`src/rtl/cpu_pkg.sv`:
```
// cpu_pkg: shared widths and fetch FSM state type for the CPU front end
//   ADDR_W        : instruction-memory address width
//   INSTR_W       : instruction word width
//   fetch_state_t : IDLE -> ADDR -> CAPTURE -> IDLE fetch sequence
package cpu_pkg;
    localparam int ADDR_W  = 7;
    localparam int INSTR_W = 16;
    typedef enum logic [1:0] {IDLE, ADDR, CAPTURE} fetch_state_t;
endpackage

```
`src/rtl/program_counter.sv`:
```
// program_counter: program counter register with load, wrapping increment and hold
//   clock    : rising-edge clock
//   reset_n  : synchronous active-low reset, clears pc to 0
//   load     : replace pc with load_val
//   load_val : jump/branch target
//   inc      : advance pc by one, wrapping modulo 2^ADDR_W
//   pc       : current program counter
module program_counter #(
    parameter int ADDR_W = cpu_pkg::ADDR_W
) (
    input  logic              clock,
    input  logic              reset_n,
    input  logic              load,
    input  logic [ADDR_W-1:0] load_val,
    input  logic              inc,
    output logic [ADDR_W-1:0] pc
);
    always_ff @(posedge clock) begin
        if (!reset_n)
            pc <= '0;
        else if (load)
            pc <= load_val;
        else if (inc)
            pc <= pc + ADDR_W'(1);
    end
endmodule

```
`src/rtl/inst_fetch.sv`:
```
// inst_fetch: three-state instruction fetch unit driving a synchronous ROM
//   clock, reset_n  : rising-edge clock, synchronous active-low reset
//   fetch_req       : request next instruction (accepted only when idle)
//   pc_load         : load pc from pc_load_val (accepted only when idle)
//   pc_load_val     : jump/branch target
//   rom_addr, rom_q : ROM address (always pc) and its data one edge later
//   ir, ir_valid    : instruction register and its one-cycle new-data pulse
//   pc, busy        : program counter and fetch-in-progress flag
module inst_fetch #(
    parameter int ADDR_W  = cpu_pkg::ADDR_W,
    parameter int INSTR_W = cpu_pkg::INSTR_W
) (
    input  logic               clock,
    input  logic               reset_n,
    input  logic               fetch_req,
    input  logic               pc_load,
    input  logic [ADDR_W-1:0]  pc_load_val,
    output logic [ADDR_W-1:0]  rom_addr,
    input  logic [INSTR_W-1:0] rom_q,
    output logic [INSTR_W-1:0] ir,
    output logic               ir_valid,
    output logic [ADDR_W-1:0]  pc,
    output logic               busy
);
    import cpu_pkg::*;

    fetch_state_t state;

    program_counter #(.ADDR_W(ADDR_W)) u_pc (
        .clock    (clock),
        .reset_n  (reset_n),
        .load     (state == IDLE && pc_load),
        .load_val (pc_load_val),
        .inc      (state == CAPTURE),
        .pc       (pc)
    );

    assign rom_addr = pc;
    assign busy     = state != IDLE;

    // A load and a request on the same idle edge both take effect: the ROM
    // samples rom_addr one edge later, so it sees the freshly loaded pc.
    always_ff @(posedge clock) begin
        if (!reset_n) begin
            state    <= IDLE;
            ir       <= '0;
            ir_valid <= 1'b0;
        end else begin
            ir_valid <= state == CAPTURE;
            if (state == CAPTURE)
                ir <= rom_q;
            case (state)
                IDLE:    state <= fetch_req ? ADDR : IDLE;
                ADDR:    state <= CAPTURE;
                default: state <= IDLE;
            endcase
        end
    end
endmodule

```
`config.mk`:
```
export PLATFORM = sky130hd
export DESIGN_NAME = inst_fetch
export DESIGN_NICKNAME = d
export VERILOG_FILES = /design/src/rtl/cpu_pkg.sv /design/src/rtl/program_counter.sv /design/src/rtl/inst_fetch.sv
export SDC_FILE = /design/constraint.sdc
export NUM_CORES = 1
export LEC_CHECK = 0
export ABC_CLOCK_PERIOD_IN_PS = 1400
export CAP_MARGIN = 5
export CORE_ASPECT_RATIO = 0.8
export CORE_UTILIZATION = 40
export CTS_BUF_LIST = sky130_fd_sc_hd__clkbuf_4 sky130_fd_sc_hd__clkbuf_8
export DETAILED_ROUTE_END_ITERATION = 12
export PLACE_DENSITY = 0.87
export SYNTH_ARGS = -nofsm -noshare
export SYNTH_HDL_FRONTEND = slang
export SYNTH_SLANG_ARGS = --single-unit
```
`constraint.sdc`:
```
create_clock -name clock -period 1.4 [get_ports clock]
set_input_delay 0.42 -clock clock [delete_from_list [all_inputs] [get_ports clock]]
set_output_delay 0.42 -clock clock [all_outputs]
set_load 0.01 [all_outputs]
```
Word level (Yosys, flattened, before mapping)
Index checks and enable logic that the tools add are counted.
- register bits after elaboration: 26
- input port bits: 27
- add/sub/neg operators: 1
- eq/ne operators: 2
- multiplexer cells: 4
- reduce and logical (&&, ||, !) cells: 4
- operators with widths (kind ; number):
    7-bit two-way mux ; 2
    7-bit by 1-bit adder with 7-bit output, second input constant ; 1
    2-bit one-hot mux with 2 select lines ; 1
    2-bit nonzero test ; 2
    2-bit by 1-bit equality test with 1-bit output, second input constant ; 1
    2-bit equality test, second input constant ; 1
    2-bit zero test ; 1
    1-bit logical AND ; 1
    1-bit two-way mux ; 1

Longest topological paths before layout
- depth in word-level cells: 3
- depth in mapped cells: 5
- mapped depth without buffers: 4

By module
A second synthesis with hierarchy kept.
- cell total of the unflattened synthesis: 130
- area total of the unflattened synthesis: 1169.9 um2
- by module, submodules not included (module ; times used ; cells each ; area an instance (um2) ; seq. area each (um2)):
    inst_fetch ; 1 ; 89 ; 813.3 ; 380.4
    program_counter ; 1 ; 41 ; 356.6 ; 140.1

Worst setup path before layout
OpenSTA, ideal clock, no wires.
- path kind: input port to flip-flop
- start point: in pc_load
- end point: reg u_pc.pc[5]
- library setup time: 125 ps
- arrival time: 1216 ps
- required time: 1275 ps
- path slack: 59 ps
- stages: 4
- buffers on the path: 1
- path through: or3b_2 -> buf_2 -> o21ai_0 -> a31oi_1
- word-level cells in the longest chain between the ends: 2
- elaborated cells between the ends (all ways): 3
- classes of those cells: mux (1); reduce/logical (2)
- RTL lines (item ; RTL line ; source):
    start: declaration ; inst_fetch.sv:16 ; input logic pc_load,
    1-bit logical AND * ; inst_fetch.sv:32 ; .load (state == IDLE && pc_load),
    7-bit two-way mux or 2-bit nonzero test (tied branches) ; -- ;
    end signal: assignment ; program_counter.sv:22 ; pc <= load_val;
    end signal: assignment ; program_counter.sv:24 ; pc <= pc + ADDR_W'(1);
    end: declaration ; program_counter.sv:16 ; output logic [ADDR_W-1:0] pc
Every way passes the cells marked *; elsewhere a longest branch is shown, timed or not.
A chain may end at the register's enable or synchronous reset.

Worst setup path in the final report
- start point: reg state[0]
- end point: out busy
- word-level cells in the longest chain between the ends: 1
- RTL lines (item ; RTL line ; source):
    start: declaration ; inst_fetch.sv:27 ; fetch_state_t state;
    start signal: assignment ; inst_fetch.sv:53 ; IDLE: state <= fetch_req ? ADDR : IDLE;
    2-bit nonzero test ; inst_fetch.sv:39 ; assign busy = state != IDLE;
    end: declaration ; inst_fetch.sv:23 ; output logic busy
Every way passes these cells.

==> flow_summary.toml <==
[worst_setup_path]
worst_ep_arrival_time_ns = 1.05
crit_cells = 2
worstPathCellList = "or2_4, buf_6"
cp_max_fo = 2
r2r_start = "state[0]"
worst_setup_path_start_kind = "register"
cpPeakStageDelay_ns = 0.35
cp_num_buf_inv = 1
reg2reg_to = "u_pc.pc[3]"
r2r_setup_slack_ns = 0.05
crit_type = "reg -> out"
setup.worst_path.end = "busy"
worst_path_max_delay_cell = "dfxtp_2"
path_delay_family = "flip-flops"
required_ns = 0.98
reg2reg_depth = 5
worstSetupStartpoint = "state[0]"
end_kind = "output pin"

[drt]
drt-initial-drc-count = 20
wl_met1_mm = 1.284
avgViaCountPerCell = 4.876
num_vias = 1141
first_pass_iters = 4
wl_mm = 3.057
antenna_left = 0
drc = 0
wl_met2_mm = 1.550
dr_wl_met3_um = 187
wl_per_cell_um = 13.06
top_layer_used = "met4"

[clock_network]
clk_latency_ns = 0.33
cts_hold_repair.buffers = 0
cts_buffers = 3
cts_root_buffer = "clkbuf_4"
htreeDepth = 1
cts_tree = "built"
clock_path_buffers = 2
clk_pin_slew_ns = 0.15
clock-sinks = 26

[grt]
grt_pass1_wl_mm = 4.788
grt_usage_pct = 21.38
grt-ovfl-total = 0
grt_max_degree = 19
antenna_found_initial = 0
grt_pass1_vias = 1108

[place]
place_ws_ns = -0.4882
numPortBuffers = 58
dp_hpwl_mm = 2.225
place_congestion = 0.7619
placedCellCount = 225

[final_layout]
nets = 227
diodes = 0
n_fill_cell = 192
drive_gt1_share_pct = 29.80
final_cell_mix = "nand2_1 (35), clkdlybuf4s50_1 (26), clkdlybuf4s15_1 (19)"
layout_commonest_cell = "nand2_1"
syn2layout_area_growth_pct = 68.22
stdcell_count = 234

[floorplanning]
die_h_um = 48.96
row_count = 16
io-pin-count = 59
die_area_um2 = 2971
start_util_pct = 43.70
core_area_um2 = 2522
die_x_um = 60.69

[power_and_ir_drop]
vdd_drop_max_v = 0.0007978
pwr_density_cell_nw_per_um2 = 898.7
p_leak_uw = 0.0007245

[synth]
synth_seq_cells = 26
syn-num-nets = 158
synthTopCellsByArea = "dfxtp_1 (47%), a21boi_0 (12%), nand2_1 (12%)"
synth_top_area_share_pct = 47.22
ys_warn_count = 0
synth_top_area_cell = "dfxtp_1"
synthFlopType = "dfxtp_1"
synth_cell_types = 27
synth-async-reset-ratio_pct = 0
syn_area_um2 = 1102
synth_cells = 130
syn-mean-instance-area_um2 = 8.479
synth_edf_count = 0
ys_seq_area_share_pct = 47.22

[timing]
setup_viol_count_final = 1
fin_skew_ns = 0.007023
min_period_ns = 1.465
slew_headroom_pct = 82.57
min_period_over_period_pct = 104.7
max_freq_ghz = 0.6824
hold_violations = 0
worst-slew-pin-transition_ns = 0.2608
finalWorstSetupSlack_ns = -0.06532
slew_violations = 0
rsz0062_at_grt = "yes"

[min_path]
hp-class = "reg -> reg"

[flow_run]
cap_violations = 0

[status]
outcome = "finished, violations left"
violations = "negative setup slack"
==> registers in the layout, indices dropped and copies added, names as in the netlist <==
name	flops
ir_valid	1
u_pc.pc	7
ir	16
state	2
==> worst min path at each step <==
stage,slack [ns],from,cells after the start,to
6_report,0.48,ir[6],2,ir[6]
5_1_grt,0.51,ir[12],2,ir[12]
4_1_cts,0.48,ir[0],2,ir[0]
3_5_place_dp,0.46,ir[0],2,ir[0]
3_3_place_gp,0.45,ir[9],2,ir[9]
2_1_floorplan,0.46,state[1],1,state[1]
==> routing by layer <==
metal  up-vias  GRT usage (%)
met4         0          5.682
met3         4          6.897
met1       527          24.22
met2        39          37.73
met5         -              0
li1        571              -
==> power by group <==
group	switching [uW]	internal [uW]	leakage, uW
sequential	25.4	777	0.000220
combinational	136	199	0.000477
clock	240	290	0.0000279
total	401	1270	0.000724
==> worst reg2reg max path: cells and delay by family, from the launching register on <==
family                 cells  cell delay, ns
AO/OA/AOI/OAI              1            0.15
buffers and inverters      2            0.30
flip-flops                 1            0.35
AND/OR/NAND/NOR            2            0.49
==> final cells by class <==
cell class	instances	area, um^2	share of cell area (%)
clock inverter	1	30.03	1.619
tap	36	45.04	2.429
clock buffer	3	22.52	1.215
timing repair buffer	77	671.9	36.23
multi-input combinational	90	534.3	28.81
sequential	26	546.8	29.49
inverter	1	3.754	0.2024
==> per-stage QoR <==
step / utilization [%] / instance area (um^2) / TNS, ns / hold slack, ns / total power [uW]
after floorplan: - / 1102 / 0 / 0.4589 / 943.0
after global placement: 69.59 / 1755 / -3.110 / 0.4484 / 1130
after detailed placement: 69.59 / 1755 / -3.782 / 0.4615 / 1144
after CTS: 71.88 / 1813 / -0.2337 / 0.4776 / 1640
final: 73.51 / 1854 / -0.06532 / 0.4752 / 1666
after global routing: 73.51 / 1854 / -0.09443 / 0.5063 / 1736
==> cell families (layout without fill, tap and decap cells) <==
family	after synthesis	in the layout	share of synthesized area [%]
adder cells (fa/ha/maj)	1	1	1.135
buffers and inverters	15	82	8.059
AO/OA/AOI/OAI	34	34	20.77
AND/OR/NAND/NOR	53	54	22.02
XOR/XNOR	1	1	0.7947
flip-flops	26	26	47.22
==> synthesized netlist by cell type (2+ instances only) <==
cell	number
a21boi_0	18
dfxtp_1	26
nor2_1	2
a31oi_1	4
clkbuf_1	2
nand2_1	35
or3_1	3
buf_4	7
buf_2	5
nand3_1	4
o21ai_0	8
==> repair_timing <==
item	in CTS	in global routing
buffers inserted	3	3
setup endpoints to repair	39	35
pin swaps	0	7
gates cloned	0	1
gates resized for setup	48	61
(Power assumes the default switching activity.)
